### src/rtl/ahb_lite_mem_subordinate_if.sv
// ahb_lite_mem_subordinate_if: AHB-Lite bus bundle between manager/interconnect and subordinate
interface ahb_lite_mem_subordinate_if #(
  parameter int DATA_WIDTH = 32,
  parameter int ADDR_WIDTH = 32
);
  logic                  HSEL;
  logic [ADDR_WIDTH-1:0] HADDR;
  logic [1:0]            HTRANS;
  logic                  HWRITE;
  logic [2:0]            HSIZE;
  logic [2:0]            HBURST;
  logic [DATA_WIDTH-1:0] HWDATA;
  logic                  HREADY;
  logic [DATA_WIDTH-1:0] HRDATA;
  logic                  HRESP;
  logic                  HREADYOUT;
  modport master (
    output HSEL, HADDR, HTRANS, HWRITE, HSIZE, HBURST, HWDATA, HREADY,
    input  HRDATA, HRESP, HREADYOUT
  );
  modport slave (
    input  HSEL, HADDR, HTRANS, HWRITE, HSIZE, HBURST, HWDATA, HREADY,
    output HRDATA, HRESP, HREADYOUT
  );
endinterface

### src/rtl/ahb_lite_mem_subordinate.sv
// ahb_lite_mem_subordinate: AHB-Lite memory subordinate with wait states, byte lanes and a read-only region
module ahb_lite_mem_subordinate #(
  parameter int DATA_WIDTH  = 32,
  parameter int ADDR_WIDTH  = 32,
  parameter int MEM_DEPTH   = 16,
  parameter int WAIT_STATES = 0,
  parameter int RO_WORDS    = 0
) (
  input logic HCLK,
  input logic HRESET,
  ahb_lite_mem_subordinate_if.slave bus
);
  localparam int BYTES = DATA_WIDTH / 8;
  localparam int LANE_W = $clog2(BYTES);
  localparam int IDX_W = MEM_DEPTH > 1 ? $clog2(MEM_DEPTH) : 1;
  localparam logic [IDX_W:0] DEPTH = (IDX_W + 1)'(MEM_DEPTH);
  localparam logic [3:0] WS = 4'(WAIT_STATES);
  typedef enum logic [1:0] {IDLE, WAIT, ERR1, ERR2} state_t;
  state_t state, state_n;
  logic [3:0] cnt, cnt_n;
  logic [DATA_WIDTH-1:0] mem [MEM_DEPTH];
  logic act, wr, accept, err, done, unused;
  logic [IDX_W-1:0] idx;
  logic [LANE_W-1:0] off;
  logic [2:0] size;
  logic [IDX_W:0] a_idx;
  logic [BYTES-1:0] be;
  // one extra index bit so addresses just past the array decode as out of range
  assign a_idx = bus.HADDR[LANE_W+IDX_W:LANE_W];
  assign accept = bus.HSEL && bus.HREADY && bus.HTRANS[1] && bus.HREADYOUT;
  assign err = bus.HSIZE > 3'(LANE_W)
            || |(bus.HADDR[LANE_W-1:0] & ~({LANE_W{1'b1}} << bus.HSIZE))
            || a_idx >= DEPTH
            || (bus.HWRITE && int'({1'b0, a_idx}) < RO_WORDS);
  assign done = state == IDLE && act;
  assign bus.HREADYOUT = state == IDLE || state == ERR2;
  assign bus.HRESP = state == ERR1 || state == ERR2;
  assign bus.HRDATA = act && !wr && (state == IDLE || state == WAIT) ? mem[idx] : '0;
  assign unused = ^{bus.HBURST, bus.HTRANS[0], bus.HADDR[ADDR_WIDTH-1:LANE_W+IDX_W+1]};
  always_comb begin
    state_n = IDLE;
    cnt_n = cnt;
    if (state == WAIT) begin
      cnt_n = cnt - 1'b1;
      state_n = cnt == 4'd1 ? IDLE : WAIT;
    end else if (state == ERR1) begin
      state_n = ERR2;
    end else if (accept) begin
      state_n = err ? ERR1 : WS != 4'd0 ? WAIT : IDLE;
      cnt_n = WS;
    end
  end
  // aligned transfers: a lane belongs to the beat when it shares the size-aligned group of the offset
  always_comb begin
    be = '0;
    for (int b = 0; b < BYTES; b++) be[b] = (LANE_W'(b) >> size) == (off >> size);
  end
  always_ff @(posedge HCLK) begin
    if (HRESET) begin
      state <= IDLE;
      cnt <= '0;
      act <= 1'b0;
      wr <= 1'b0;
      idx <= '0;
      off <= '0;
      size <= '0;
    end else begin
      state <= state_n;
      cnt <= cnt_n;
      if (accept) begin
        act <= 1'b1;
        wr <= bus.HWRITE;
        idx <= a_idx[IDX_W-1:0];
        off <= bus.HADDR[LANE_W-1:0];
        size <= bus.HSIZE;
      end else if (done || state == ERR2) begin
        act <= 1'b0;
      end
    end
  end
  always_ff @(posedge HCLK)
    if (!HRESET && done && wr)
      for (int b = 0; b < BYTES; b++)
        if (be[b]) mem[idx][b*8 +: 8] <= bus.HWDATA[b*8 +: 8];
endmodule

### src/flat_wrapper.sv
// flat-port wrapper written by rule: the top's interface ports become plain ports
module ahb_lite_mem_subordinate_flat 
#(
  parameter int DATA_WIDTH  = 32,
  parameter int ADDR_WIDTH  = 32,
  parameter int MEM_DEPTH   = 16,
  parameter int WAIT_STATES = 0,
  parameter int RO_WORDS    = 0
)
  (HCLK, HRESET, bus_HSEL, bus_HADDR, bus_HTRANS, bus_HWRITE, bus_HSIZE, bus_HBURST, bus_HWDATA, bus_HREADY, bus_HRDATA, bus_HRESP, bus_HREADYOUT);
  ahb_lite_mem_subordinate_if #(.DATA_WIDTH(DATA_WIDTH), .ADDR_WIDTH(ADDR_WIDTH)) bus_i ();
  input logic HCLK;
  input logic HRESET;
  input wire logic [$bits(bus_i.HSEL)-1:0] bus_HSEL;
  input wire logic [$bits(bus_i.HADDR)-1:0] bus_HADDR;
  input wire logic [$bits(bus_i.HTRANS)-1:0] bus_HTRANS;
  input wire logic [$bits(bus_i.HWRITE)-1:0] bus_HWRITE;
  input wire logic [$bits(bus_i.HSIZE)-1:0] bus_HSIZE;
  input wire logic [$bits(bus_i.HBURST)-1:0] bus_HBURST;
  input wire logic [$bits(bus_i.HWDATA)-1:0] bus_HWDATA;
  input wire logic [$bits(bus_i.HREADY)-1:0] bus_HREADY;
  output wire logic [$bits(bus_i.HRDATA)-1:0] bus_HRDATA;
  output wire logic [$bits(bus_i.HRESP)-1:0] bus_HRESP;
  output wire logic [$bits(bus_i.HREADYOUT)-1:0] bus_HREADYOUT;
  assign bus_i.HSEL = bus_HSEL;
  assign bus_i.HADDR = bus_HADDR;
  assign bus_i.HTRANS = bus_HTRANS;
  assign bus_i.HWRITE = bus_HWRITE;
  assign bus_i.HSIZE = bus_HSIZE;
  assign bus_i.HBURST = bus_HBURST;
  assign bus_i.HWDATA = bus_HWDATA;
  assign bus_i.HREADY = bus_HREADY;
  assign bus_HRDATA = bus_i.HRDATA;
  assign bus_HRESP = bus_i.HRESP;
  assign bus_HREADYOUT = bus_i.HREADYOUT;
  ahb_lite_mem_subordinate #(.DATA_WIDTH(DATA_WIDTH), .ADDR_WIDTH(ADDR_WIDTH), .MEM_DEPTH(MEM_DEPTH), .WAIT_STATES(WAIT_STATES), .RO_WORDS(RO_WORDS)) u_core (.HCLK(HCLK), .HRESET(HRESET), .bus(bus_i));
endmodule
### config.mk
export PLATFORM = sky130hd
export DESIGN_NAME = ahb_lite_mem_subordinate_flat
export DESIGN_NICKNAME = d
export VERILOG_FILES = /design/src/rtl/ahb_lite_mem_subordinate_if.sv /design/src/rtl/ahb_lite_mem_subordinate.sv /design/src/flat_wrapper.sv
export SDC_FILE = /design/constraint.sdc
export NUM_CORES = 1
export LEC_CHECK = 0
export BUFFER_PORTS_ARGS = -buffer_cell sky130_fd_sc_hd__buf_2
export CAP_MARGIN = 0
export CORE_UTILIZATION = 54
export CTS_BUF_LIST = sky130_fd_sc_hd__clkbuf_16
export CTS_CLUSTER_SIZE = 25
export DETAILED_ROUTE_END_ITERATION = 6
export PLACE_DENSITY_LB_ADDON = 0.1
export SYNTH_ARGS = -nofsm -noshare
export SYNTH_HDL_FRONTEND = slang
export SYNTH_SLANG_ARGS = --single-unit
### constraint.sdc
create_clock -name HCLK -period 2.6 [get_ports HCLK]
set_input_delay 0.39 -clock HCLK [delete_from_list [all_inputs] [get_ports HCLK]]
set_output_delay 0.39 -clock HCLK [all_outputs]
set_load 0.02 [all_outputs]
Word level (Yosys, flattened, before mapping):

Memory sizes are Yosys's and may differ from the RTL's. A register that Yosys moved wholly into a read port is not among the register bits.
Cells that the tools add are included.
W data, S select, Z words.

* register bits: 17
* bits in latches: 0
* bits in writable memories: 512
* memory bits (read-only): 0
* word-level logic and storage cells: 74
* memories kept: 1

Memory list
* u_core.mem: depth 16, bits a word 32, read ports 1, clocked after Yosys merged registers in 1, write ports 1, line ahb_lite_mem_subordinate.sv:21 `logic [DATA_WIDTH-1:0] mem [MEM_DEPTH];`

* add/subtract/negate cells: 1
* multiply operators: 0
* divide/modulo/power cells: 0
* magnitude comparators: 2
* eq/ne operators: 9
* shift-type cells: 6
* muxes and demuxes: 25
* bitwise logic cells: 2
* reductions and logical operators: 21

Operators by type and width (number)
* $mux W32: 1
* $mux W4: 5
* $mux W1: 15
* $eq A2 B2 Y1: 4
* $logic_and A1 B1 Y1: 8
* $mux W2: 4
* $logic_or A1 B1 Y1: 6
* $shr A1 B3 Y2 const A: 2
* $shr A2 B3 Y2 const A: 2
* $ge A5 B5 Y1 const B: 1
* $eq A2 B2 Y1 const B: 2
* $eq A4 B1 Y1 const B: 1
* $reduce_bool A2 Y1: 2
* $sub A4 B1 Y4 const B: 1
* $gt A3 B2 Y1 const B: 1
* $shl A2 B3 Y2 const A: 1
* $shr A2 B3 Y2: 1
* $and A2 B2 Y2: 1
* $eq A2 B1 Y1 const B: 1
* $logic_not A1 Y1: 2
* $logic_not A2 Y1: 1
* $ne A2 B2 Y1 const B: 1
* $not A2 Y2: 1
* $reduce_and A2 Y1: 1
* $reduce_or A2 Y1: 1

Logic depth before layout (Yosys ltp):

Gate-level depths: netlist of run 1.

* depth in word-level cells: 10
* mapped depth: 7
* gate-level depth less buffers: 6

Least setup slack after synthesis of run 1:

No wires, ideal clock.

* path kind: register to output
* start point: register u_core.state[1]
* end point: output bus_HRDATA[10]
* data arrival time: 1775 ps
* data required time: 2210 ps
* path slack: 435 ps
* cell stages (with the launch flop): 8
* path buffers: 2
* path through: dfxtp_1 inv_1 ha_1 clkbuf_1 o211ai_1 clkbuf_1 nor2_1 a221o_1

* longest elaborated chain between the ends: 4
* elaborated cells on any way between the ends: 5
* those cells by class: eq/ne: 1; mux: 1; reduce/logical: 3

Ends and longest elaborated chain
* start: declaration: line ahb_lite_mem_subordinate.sv:19 `state_t state, state_n;`
* start signal: assignment: line ahb_lite_mem_subordinate.sv:68 `state <= state_n;`
* $eq A2 B1 Y1 / $logic_not A2 Y1 (equally long branches): line ahb_lite_mem_subordinate.sv:38 `assign bus.HRDATA = act && !wr && (state == IDLE || state == WAIT) ? mem[idx] : '0;`
* $logic_or A1 B1 Y1 (*): line ahb_lite_mem_subordinate.sv:38
* $logic_and A1 B1 Y1 (*): line ahb_lite_mem_subordinate.sv:38
* $mux W32 (*): line ahb_lite_mem_subordinate.sv:38
* end: declaration: line flat_wrapper.sv:22 `output wire logic [$bits(bus_i.HRDATA)-1:0] bus_HRDATA;`

Every way passes the cells marked *; elsewhere a longest branch is shown, timed or not.

==> results of run 1 <==
-- cell families after synthesis --
group,Yosys count,synth area share (%)
flops,533,76.9
simple gates,170,3.43
mux,161,15.6
compound gates,58,2.24
buf+inv,57,1.39
fa+ha+maj,7,0.426
-- Yosys cell counts (all sizes together) (3+ instances only) --
cell,number
dfxtp,21
inv,8
mux2i,32
nand3,6
nor2,110
clkbuf,26
buf,23
mux4,128
ha,7
nand2,34
nor3b,3
nor2b,7
edfxtp,512
nor3,4
a21oi,16
a221o,32
o21ai,6
-- sequential cells by signal, summed over array words and instances (netlist names), named ones only --
name	count
u_core.state	2
u_core.cnt	4
u_core.off	2
u_core.size	3
u_core.idx	4
u_core.wr	1
u_core.act	1
u_core.mem	512
-- how the worst min path moves through the flow --
stage | startpoint | endpoint | slack [ns]
final | bus_HWRITE | u_core.wr$_SDFFE_PP0P_ | 0.04
after global routing | bus_HSIZE[1] | u_core.size[1]$_SDFFE_PP0P_ | 0.08
after CTS | bus_HWRITE | u_core.wr$_SDFFE_PP0P_ | 0.01
after detailed placement | u_core.size[1]$_SDFFE_PP0P_ | u_core.size[1]$_SDFFE_PP0P_ | 0.45
after global placement | u_core.size[1]$_SDFFE_PP0P_ | u_core.size[1]$_SDFFE_PP0P_ | 0.45
after floorplan | u_core.size[1]$_SDFFE_PP0P_ | u_core.size[1]$_SDFFE_PP0P_ | 0.44
-- routing by layer --
layer / up-vias / track usage, % / part of all wire, %
met1: 5299 / 33.6 / 43
met3: 78 / 4.35 / 6.3
met2: 319 / 37.6 / 49
met5: - / 0 / 0.023
met4: 2 / 7.35 / 2.3
li1: 4531 / - / -
-- area by class of cell --
class	instances	area, µm²	share of cell area (%)
clock buffer	53	1330	5.40
inverter	8	30.0	0.122
timing repair buffer	222	2040	8.30
tap	511	639	2.60
antenna	1	2.50	0.0102
clock inverter	45	215	0.876
multi-input combinational	396	4520	18.4
sequential	533	15800	64.3
-- stage by stage --
stage               std cells  hold slack, ns  instance area (µm²)  TNS [ns]
floorplan                 986           0.436                20500         0
global placement         1626           0.451                22200         0
detailed placement       1626           0.453                22200         0
CTS                      1760          0.0129                24400    -10.80
global route             1768          0.0756                24600    -11.98
finish                   1769          0.0410                24600     -9.35
-- critical path, stage by stage, from the launching register on --
cell                      delay (ns)
sky130_fd_sc_hd__dfxtp_4        0.44
sky130_fd_sc_hd__buf_16         0.18
sky130_fd_sc_hd__buf_12         0.15
sky130_fd_sc_hd__mux4_2         0.50
sky130_fd_sc_hd__mux2i_1        0.20
sky130_fd_sc_hd__nor2_1         0.07
sky130_fd_sc_hd__a221o_1        0.27
sky130_fd_sc_hd__buf_2          0.16
-- power breakdown --
group	internal [mW]	switching, mW	leakage, nW	total [mW]
Sequential	9.41	0.0214	4.77	9.43
Combinational	0.301	0.348	2.39	0.650
Clock	3.77	3.02	0.825	6.79
Total	13.5	3.39	7.99	16.9
-- what timing repair did --
action	CTS	global route
pin swaps	8	5
endpoints found under the hold margin	0	0
setup buffers	28	7
gates cloned	8	1
setup endpoints to repair	32	32
gates resized for setup	49	20
==> summary by stage, run 1 <==
Setup path
The required time of the worst setup path is 2.21 ns. The worst setup path category is flip-flop to output pin. The capture instance of the worst register-to-register path is u_core.mem[8][16]$_DFFE_PP_. The depth of the worst register-to-register path is 6. The launch point of the worst reg-to-reg path is u_core.state[0]$_SDFF_PP0_.

The element type at the critical path start is a flip-flop. The worst setup path is captured at an output pin. The signal arrival time at the worst endpoint is between 2 and 3 ns. The setup check on the worst reg-to-reg path leaves a slack of ~0.57 ns. The maximum fanout along the worst path is 14. The destination of the critical timing path is bus_HRDATA[12].

Timing
The transition time at the pin with the least slew margin is just over 0.6 ns. Setup repair after global routing could not meet its margin everywhere. The clock period minus worst slack is 2.95 ns. The number of max-slew violations in the final report came to 0. After layout, the worst path uses 114% of the clock period. For the final database, setup skew stands at between 0.01 and 0.015 ns. The total count of hold-check failures in the final report is 0.

The final critical-path setup slack is -0.354 ns. Timing would allow up to approximately 340 MHz. The normalized max-slew margin is 59.2%. Setup violations remaining at the end of the flow were counted as 32.

Global routing
The total overflow reported by the global router is 0. The largest net degree at the start of global routing is 45. For this run, the total global-route usage over all layers was measured as about a quarter. The number of antenna violations at the first check in global routing is 2. The number of global-route vias before repair is 10600. The first-pass GRT wire length is roughly 65 mm.

Routing
The number of antenna-violating nets in the routed design is 0. The final routed wirelength across all metal layers is 44.3 mm. After detailed routing, the number of remaining DRC violations is 0. The first detailed-routing pass took 6 iterations. The DRC marker count from the first detailed-route iteration is 756. The post-detailed-route wirelength per cell is 25.0 µm. For this block, the via count after detailed routing is between 10000 and 15000. The vias per cell is 5.78.

Synth
The fraction of post-synthesis cell area in the top cell type by area is approximately 75%. The net count after synthesis is approximately 1100. The instance count of the mapped netlist is 986.

The post-synthesis instance area is 20500 µm². For this run, asynchronously set or reset flops after synthesis account for 0%. Dividing the synthesized area by the synthesized cell count gives 20.8 µm². Yosys mapped a number of flops with a built-in enable equal to between 500 and 600.

In this run, distinct cell masters in the synthesized netlist total 28. In the synthesized netlist the dominant register cell turns out to be sky130_fd_sc_hd__edfxtp_1. Of the synthesized area, sequential elements account for between 70% and 80%. The number of synthesized register bits is 533.

The top cell type by total area after synthesis is sky130_fd_sc_hd__edfxtp_1. The Yosys step of the flow raised 0 warnings. By area the synthesized netlist is led by sky130_fd_sc_hd__edfxtp_1 75%, sky130_fd_sc_hd__mux4_2 14%, sky130_fd_sc_hd__dfxtp_1 2.0%.

Floorplan
The number of rows created at floorplan is 71. The area of the core is 37600 µm². Measured along the y axis, the die boundary spans between 150 and 200 µm. The die covers 38800 µm². The floorplan die width is 197 µm. The I/O pin total is 111. The effective utilization at floorplan is ~55%.

Clocking
The clock network latency to the later pin of the worst-skew pair is 0.59 ns. The number of hold buffers added after CTS was 0. No sink is reached through more buffers than the 3 on the longest clock path. The number of buffers inserted during clock tree synthesis is 52. The clock-pin slew of the registers on the worst-case setup and hold paths is 0.06 ns. The clock tree from TritonCTS is yes. In this run the number of H-tree levels came out at 2.

Clock tree synthesis selected as its root buffer the cell sky130_fd_sc_hd__clkbuf_16. The number of sinks driven by the clock tree is about 530.

Placed design
The total of buffers placed on input and output ports is 81. Routability-driven placement finished with a final weighted congestion of 0.734. After legalization and detailed placement, the total HPWL measured approximately 26 mm. The worst setup timing slack at the placement stage is around 0.16 ns.

Power and ir drop
The overall power of the completed layout is 16.9 mW. The leakage power is about 8 nW. The maximum VDD drop is 0.515 mV. In this run the power density over the cells is 687 nW/µm².

Final layout
Leaving out fill and tap cells, the most frequent cell in the layout is sky130_fd_sc_hd__edfxtp_1. The layout overhead on the synthesized area is 19.6%. The final layout contains approximately 1300 nets. The layout has 2569 filler cells. The final core area utilization is about two thirds. The share of layout cells above drive strength 1 is 34.4%.

In the layout the commonest cells are 512 x sky130_fd_sc_hd__edfxtp_1, 128 x sky130_fd_sc_hd__mux4_2, 107 x sky130_fd_sc_hd__nor2_1, 104 x sky130_fd_sc_hd__buf_4, 66 x sky130_fd_sc_hd__buf_2.

Run status
The flow ran to the end, but the final reports show violations. The checks that failed: negative setup slack.

Worst hold path
The cell depth of the worst min-delay path is 3. The tightest min-delay check is of the primary input to flip-flop type.

Flow run
Across the run, the number of max-cap violations was 0.
(Power assumes the default switching activity.)
==> run 2, diff against run 1 <==
- HOLD_SLACK_MARGIN: default -> 0.05
==> run 2 against run 1 <==
  * Highest routed layer unchanged
  * Via count up 0.67%
  * Sequential share of layout area shrank 0.10 points
  * Flip-flop and latch count is the same
  * Power barely moved
  * The run still ends with negative setup slack left
  * Wire length increased by 0.16%
  * Critical path type unchanged
  * Critical path depth unchanged
  * Critical endpoint unchanged
  * Setup slack gained 0.018 ns
==> summary by stage, run 2 (same netlist as run 1, synthesis figures left out) <==
Final layout
The post-layout instance count excluding filler cells was 1773 (was 1769). Commonest cells after routing, fill and taps aside: 512 x sky130_fd_sc_hd__edfxtp_1, 128 x sky130_fd_sc_hd__mux4_2, 107 x sky130_fd_sc_hd__nor2_1, 104 x sky130_fd_sc_hd__buf_4, 66 x sky130_fd_sc_hd__buf_2 (unchanged). The register ranked first by flip-flop count is u_core.mem (unchanged). The post-route cell area is 24600 µm² (about the same). The commonest non-fill, non-tap cell in the layout is sky130_fd_sc_hd__edfxtp_1 (unchanged).

The layout overhead on the synthesized area is 19.8% (was 19.6%). The number of nets in the layout came to 1301 (was 1297). The number of flip-flops under the largest register name is 512 (unchanged). Biggest regs: u_core.mem x512, u_core.cnt x4, u_core.idx x4 (unchanged). The share of layout cells above drive strength 1 is 34.3% (was 34.4%).

Routing
The vias per cell was 5.81 (was 5.78). The DRC marker count from the first detailed-route iteration is 814 (was 756). The detailed-routing iteration count for the pre-antenna-repair pass is 5 (was 6). The met3 wirelength from detailed routing came to 2.77 mm (unchanged). The number of antenna-violating nets in the routed design is 0 (unchanged). The detailed route wirelength on metal2 is 21.7 mm (was 21.6 mm). The final routed wirelength across all metal layers came to 44.4 mm (was 44.3 mm). The post-detailed-route wirelength per cell came to 25.0 µm (about the same). The uppermost metal layer occupied by signal nets is met5 (unchanged).

The length of routed wiring on met1 is 18.9 mm (about the same). The residual DRC count is 0 (unchanged). The vias after detailed routing is 10300 (was 10200).

Placed design
The weighted congestion reported at the end of routability-driven placement is 0.734 (unchanged). The post-detailed-placement half-perimeter wirelength is 26.0 mm (unchanged). The total of buffers placed on input and output ports is 81 (unchanged). The post-place instance area was 22200 µm² (unchanged).

The number of placed instances, taps included is 1626 (unchanged).

Clocking
The number of sinks driven by the clock tree is 533 (unchanged). The number of buffers inserted during clock tree synthesis is 52 (unchanged). The H-tree depth is 2 (unchanged). The clock root buffer was sky130_fd_sc_hd__clkbuf_16 (unchanged). The clock network latency to the later pin of the worst-skew pair is 0.59 ns (about the same). The clock-pin slew of the registers on the worst-case setup and hold paths is 0.06 ns (about the same). The maximum root-to-sink buffer count is 3 (unchanged).

The clock tree from TritonCTS is yes (unchanged).

Timing
The setup-violating endpoint count in the final report is 32 (unchanged). The normalized max-slew margin was 60.3% (was 59.2%). The transition time at the pin with the least slew margin came to 0.594 ns (was 0.611 ns). Unrepaired setup endpoints after global routing: yes (unchanged). The total count of hold-check failures in the final report is 0 (unchanged). The highest clock frequency the design can meet is 341 MHz (was 339 MHz).

The number of max-slew violations in the final report is 0 (unchanged). The worst setup skew after layout is 0.0156 ns (was 0.0143 ns). The final critical-path setup slack is -0.336 ns (was -0.354 ns). The share of the clock period used by the worst path is 113% (was 114%). The clock period minus worst slack is 2.94 ns (was 2.95 ns).

Floorplan
The I/O pin total came to 111 (unchanged). The height of the chip is 197 µm (unchanged). The number of rows created at floorplan was 71 (unchanged). The effective utilization at floorplan is 54.7% (unchanged). The floorplan die width is 197 µm (unchanged). The area of the core is 37600 µm² (unchanged). The die footprint is 38800 µm² (unchanged).

Setup path
The launch point of the worst reg-to-reg path is u_core.state[0]$_SDFF_PP0_ (unchanged). The depth of the worst register-to-register path is 6 (unchanged). The worst setup path category is flip-flop to output pin (unchanged). The setup slack of the worst register-to-register path is 0.59 ns (was 0.57 ns). The capture instance of the worst register-to-register path is u_core.mem[8][16]$_DFFE_PP_ (unchanged). The category of the worst setup path capture point is an output pin (unchanged). The cell count along the critical path is 7 (unchanged).

The number of buffers and inverters on the critical path came to 3 (unchanged). Cell breakdown of the critical path: buf_16, buf_12, mux4_2, mux2i_1, nor2_1, a221o_1, buf_2 (unchanged). The element type at the critical path start is a flip-flop (unchanged). The maximum cell stage delay along the critical path is 0.50 ns (about the same). The maximum fanout along the worst path is 14 (unchanged). The required time of the worst setup path was 2.21 ns (about the same).

The signal arrival time at the worst endpoint is 2.55 ns (was 2.56 ns). The kind of cell adding the most delay to the critical path is multiplexers (unchanged). The destination of the critical timing path is bus_HRDATA[12] (unchanged). The critical-path cell with the highest stage delay is sky130_fd_sc_hd__mux4_2 (unchanged).

Global routing
The first-pass GRT wire length is 65.4 mm (about the same). The number of global-route vias before repair is 10600 (about the same). The number of antenna violations at the first check in global routing is 2 (unchanged). The total routing resource utilization after global routing was 23.6% (about the same). The total overflow reported by the global router is 0 (unchanged). The largest net degree at the start of global routing is 45 (unchanged).

Worst hold path
The type of the worst min-delay path is primary input to flip-flop (unchanged). The cell depth of the worst min-delay path was 3 (unchanged). The startpoint of the lowest-slack hold path is bus_HADDR[1] (was bus_HWRITE).

Power and ir drop
The areal power density over the cells came to 686 nW/µm² (was 687 nW/µm²). The maximum VDD drop is 0.514 mV (was 0.515 mV). The leakage power came to 8.01 nW (was 7.99 nW).

Run status
Violated checks: negative setup slack (unchanged). Outcome: complete, but fails checks (unchanged).

Flow run
The count of max-cap constraint violations is 0 (unchanged).
## run 2: changes by cell type in the layout (fill, tap and decap cells not counted)
cell	delta
sky130_fd_sc_hd__dlygate4sd3_1	+4
## run 2: what timing repair did
action / in CTS / in global routing
endpoints found under the setup margin: 32 / 32
gates cloned: 8 / 1
endpoints found under the hold margin: 4 / 0
gates resized for setup: 49 / 20
setup buffers: 28 / 7
hold buffers: 4 / 0
pin swaps: 8 / 5
## run 2: worst min-delay path by stage
| stage | endpoint | slack [ns] |
|---|---|---|
| after floorplan | u_core.size[1]$_SDFFE_PP0P_ | 0.44 |
| after global placement | u_core.size[1]$_SDFFE_PP0P_ | 0.45 |
| after detailed placement | u_core.size[1]$_SDFFE_PP0P_ | 0.45 |
| after CTS | u_core.off[1]$_SDFFE_PP0P_ | 0.05 |
| after global routing | u_core.off[1]$_SDFFE_PP0P_ | 0.09 |
| final | u_core.off[1]$_SDFFE_PP0P_ | 0.09 |
## run 2: final cells by class
type	count	area (µm²)
clock buffers	53	1330
diodes	1	2.50
fillers	2567	13000
multi-input cells	396	4520
well taps	511	639
inverters	8	30.0
clock inverters	45	215
flip-flops and latches	533	15800
repair buffers	226	2080
## run 2: per-layer routing
metal	up-vias	global-route usage (%)
li1	4535	-
met1	5368	33.6
met2	322	37.6
met3	71	4.35
met4	2	7.35
met5	-	0
## run 2: per-stage QoR
step	hold slack, ns	setup WS [ns]	TNS (ns)	util [%]	total power [mW]
after floorplan	0.436	0.435	0	-	9.93
after global placement	0.451	0.174	0	59.2	10.2
after detailed placement	0.453	0.158	0	59.2	10.2
after CTS	0.0503	-0.383	-10.80	65.1	17.0
after global routing	0.0908	-0.429	-11.98	65.5	17.3
final	0.0882	-0.336	-9.30	65.5	16.9
## run 2: where the power goes
| part | switching [mW] | leakage (nW) | internal [mW] |
|---|---|---|---|
| Combinational | 0.349 | 2.41 | 0.305 |
| Clock | 3.02 | 0.825 | 3.77 |
| Sequential | 0.0215 | 4.77 | 9.41 |
## run 2: worst reg2reg max path, cell delays in order (launching register included)
cell	delay, ns
sky130_fd_sc_hd__dfxtp_2	0.33
sky130_fd_sc_hd__inv_2	0.07
sky130_fd_sc_hd__ha_4	0.13
sky130_fd_sc_hd__and4b_1	0.31
sky130_fd_sc_hd__nand2_1	0.41
sky130_fd_sc_hd__nor2_1	0.26
sky130_fd_sc_hd__buf_4	0.21
==> run 3, diff against run 2 <==
--- a/config.mk
+++ b/config.mk
@@ -14,4 +14,5 @@
 export HOLD_SLACK_MARGIN = 0.05
 export PLACE_DENSITY_LB_ADDON = 0.1
+export SETUP_SLACK_MARGIN = 0.4
 export SYNTH_ARGS = -nofsm -noshare
 export SYNTH_HDL_FRONTEND = slang
==> constraint.sdc (replaced) <==
create_clock -name HCLK -period 2.6 [get_ports HCLK]
set_input_delay 0.39 -clock HCLK [delete_from_list [all_inputs] [get_ports HCLK]]
set_output_delay 0.39 -clock HCLK [all_outputs]
set_load 0.005 [all_outputs]
==> run 3 against run 2 <==
  * The flow still finishes with violations (negative setup slack)
  * Largest power group unchanged
  * Clock power is 7.7% higher
  * Via count grew 1.1%
  * Combinational power shrank 3.2%
  * Global-route usage is 0.71 points higher
  * First-iteration DRC count is 8.8% higher
==> summary by stage, run 3 (same netlist as run 1, synthesis figures left out) <==
Final layout
The antenna diode count came to 0 (was 1). The register ranked first by flip-flop count is u_core.mem (unchanged). The commonest non-fill, non-tap cell in the layout is sky130_fd_sc_hd__edfxtp_1 (unchanged). The layout overhead on the synthesized area came to 19.9% (was 19.8%). The number of nets in the layout was 1288 (was 1301). The number of flip-flops under the largest register name is 512 (unchanged). The final core area utilization is 65.6% (was 65.5%). The post-layout instance count excluding filler cells was 1757 (was 1773). The sequential standard cell area is 15800 µm² (unchanged).

The multi-input logic area came to 4550 µm² (was 4520 µm²). The share of layout cells above drive strength 1 is 35.5% (was 34.3%). Commonest cells after routing, fill and taps aside: 512 x sky130_fd_sc_hd__edfxtp_1, 128 x sky130_fd_sc_hd__mux4_2, 105 x sky130_fd_sc_hd__nor2_1, 86 x sky130_fd_sc_hd__buf_4, 81 x sky130_fd_sc_hd__buf_2 (was 512 x sky130_fd_sc_hd__edfxtp_1, 128 x sky130_fd_sc_hd__mux4_2, 107 x sky130_fd_sc_hd__nor2_1, 104 x sky130_fd_sc_hd__buf_4, 66 x sky130_fd_sc_hd__buf_2). The number of fill cells is 2556 (was 2567). Biggest regs: u_core.mem x512, u_core.cnt x4, u_core.idx x4 (unchanged).

Floorplan
The effective utilization at floorplan was 54.7% (unchanged). The height of the chip is 197 µm (unchanged). The number of rows created at floorplan came to 71 (unchanged). The floorplan die width was 197 µm (unchanged). The area of the core is 37600 µm² (unchanged). The I/O pin total was 111 (unchanged). The die footprint is 38800 µm² (unchanged).

Setup path
The critical-path cell with the highest stage delay was sky130_fd_sc_hd__mux4_2 (unchanged). The category of the worst setup path capture point is an output pin (unchanged). The number of buffers and inverters on the critical path is 3 (unchanged).

Cell breakdown of the critical path: buf_12, buf_16, mux4_2, mux2i_2, nor2_1, a221o_1, buf_2 (was buf_16, buf_12, mux4_2, mux2i_1, nor2_1, a221o_1, buf_2). The element type at the critical path start is a flip-flop (unchanged). The kind of cell adding the most delay to the critical path is multiplexers (unchanged). The signal arrival time at the worst endpoint is 2.50 ns (was 2.55 ns).

The maximum fanout along the worst path is 12 (was 14). The worst setup path category is flip-flop to output pin (unchanged). The maximum cell stage delay along the critical path is 0.52 ns (was 0.50 ns). The required time of the worst setup path is 2.21 ns (about the same).

Timing
The clock period minus worst slack came to 2.89 ns (was 2.94 ns). The normalized max-slew margin is 67.8% (was 60.3%). The number of max-slew violations in the final report is 0 (unchanged).

The setup-violating endpoint count in the final report is 32 (unchanged). The transition time at the pin with the least slew margin is 0.482 ns (was 0.594 ns). The worst setup skew after layout is 0.0228 ns (was 0.0156 ns).

The highest clock frequency the design can meet is 347 MHz (was 341 MHz). The final critical-path setup slack is -0.286 ns (was -0.336 ns). The total count of hold-check failures in the final report is 0 (unchanged). Unrepaired setup endpoints after global routing: yes (unchanged). The share of the clock period used by the worst path is 111% (was 113%).

Global routing
The first-pass GRT wire length is 67.3 mm (was 65.4 mm). The number of global-route vias before repair was 10300 (was 10600). The largest net degree at the start of global routing came to 53 (was 45). The number of antenna violations at the first check in global routing was 1 (was 2).

The total overflow reported by the global router was 0 (unchanged). The total routing resource utilization after global routing is 24.3% (was 23.6%).

Placed design
The post-detailed-placement half-perimeter wirelength was 25.0 mm (was 26.0 mm). The total of buffers placed on input and output ports is 81 (unchanged). The weighted congestion reported at the end of routability-driven placement came to 0.745 (was 0.734). The number of placed instances, taps included is 1611 (was 1626).

Routing
The vias after detailed routing is 10400 (was 10300). The detailed-routing iteration count for the pre-antenna-repair pass came to 5 (unchanged). The vias per cell is 5.93 (was 5.81). The post-detailed-route wirelength per cell is 26.0 µm (was 25.0 µm). The DRC marker count from the first detailed-route iteration is 886 (was 814). The residual DRC count is 0 (unchanged). The number of antenna-violating nets in the routed design came to 0 (unchanged).

The final routed wirelength across all metal layers is 45.6 mm (was 44.4 mm).

Worst hold path
The type of the worst min-delay path is primary input to flip-flop (unchanged).

Clocking
The number of sinks driven by the clock tree was 533 (unchanged). The number of buffers inserted during clock tree synthesis was 53 (was 52). The clock root buffer is sky130_fd_sc_hd__clkbuf_16 (unchanged).

The clock-pin slew of the registers on the worst-case setup and hold paths came to 0.06 ns (about the same). The maximum root-to-sink buffer count is 3 (unchanged). The H-tree depth came to 2 (unchanged). The clock tree from TritonCTS is yes (unchanged). The clock network latency to the later pin of the worst-skew pair was 0.58 ns (was 0.59 ns).

Power and ir drop
The overall power of the completed layout was 17.4 mW (was 16.9 mW). The maximum VDD drop was 0.557 mV (was 0.514 mV). The areal power density over the cells is 705 nW/µm² (was 686 nW/µm²). The leakage power came to 8.01 nW (about the same).

Run status
Outcome: complete, but fails checks (unchanged). Violated checks: negative setup slack (unchanged).

Flow run
The count of max-cap constraint violations is 0 (unchanged).
-- run 3: changes by cell type in the layout (fill, tap and decap cells not counted), sizes merged --
| cell | before | now |
|---|---|---|
| nor2 | 110 | 112 |
| bufbuf | 2 | 1 |
| inv | 27 | 24 |
| diode | 1 | 0 |
| buf | 219 | 206 |
| clkbuf | 54 | 60 |
| bufinv | 1 | 2 |
| clkinv | 25 | 21 |
| dlygate4sd3 | 4 | 1 |
-- run 3: final timing paths --
| kind | end | slack (ns) | startpoint | depth (start not counted) |
|---|---|---|---|---|
| max | bus_HRDATA[20] | -0.29 | flip-flop | 7 |
| min | u_core.size[2]$_SDFFE_PP0P_ | 0.07 | bus_HSIZE[2] | 3 |
| max reg2reg | u_core.mem[11][7]$_DFFE_PP_ | 0.48 | u_core.state[0]$_SDFF_PP0_ | 6 |
| min reg2reg | u_core.size[1]$_SDFFE_PP0P_ | 0.46 | u_core.size[1]$_SDFFE_PP0P_ | 2 |
-- run 3: per-layer routing --
metal  vias to the layer above  track usage, %  share of wire (%)  wire, µm
li1                       4502               -                  -         -
met1                      5445            36.9                 44     19900
met2                       396            37.1                 48     21700
met3                        70            4.70                6.9      3160
met4                         2            5.51                1.8       821
met5                         -               0              0.028        13
-- run 3: tightest hold or removal path: stages --
cell                      delay (ns)
sky130_fd_sc_hd__buf_2          0.11
sky130_fd_sc_hd__nand2_1        0.05
sky130_fd_sc_hd__a21oi_1        0.05
-- run 3: layout make-up --
| cell class | instances | share of cell area [%] |
|---|---|---|
| multi-input combinational | 398 | 18.5 |
| tap | 511 | 2.60 |
| clock inverter | 39 | 0.935 |
| inverter | 8 | 0.122 |
| clock buffer | 58 | 5.89 |
| sequential | 533 | 64.2 |
| timing repair buffer | 210 | 7.81 |
-- run 3: repair_timing --
| item | 4_1_cts | 5_1_grt |
|---|---|---|
| resized for setup | 43 | 12 |
| setup buffers | 32 | 2 |
| setup endpoints to repair | 32 | 158 |
| pin swaps | 10 | 4 |
| endpoints found under the hold margin | 1 | 0 |
| hold buffers | 1 | 0 |
| cloned | 12 | 2 |
-- run 3: where the power goes --
group	switching [mW]	internal, mW	total [mW]
combinational	0.339	0.294	0.633
sequential	0.0194	9.41	9.43
clock	3.11	4.20	7.31
-- run 3: metrics by stage --
stage / TNS (ns) / worst slack (ns) / hold slack (ns) / instance area, µm²
2_1_floorplan: 0 / 0.514 / 0.436 / 20500
3_3_place_gp: 0 / 0.0720 / 0.445 / 22100
3_5_place_dp: -0.00632 / -0.00632 / 0.447 / 22100
4_1_cts: -7.66 / -0.298 / 0.0513 / 24500
5_1_grt: -9.69 / -0.364 / 0.0792 / 24600
6_report: -7.27 / -0.286 / 0.0736 / 24600
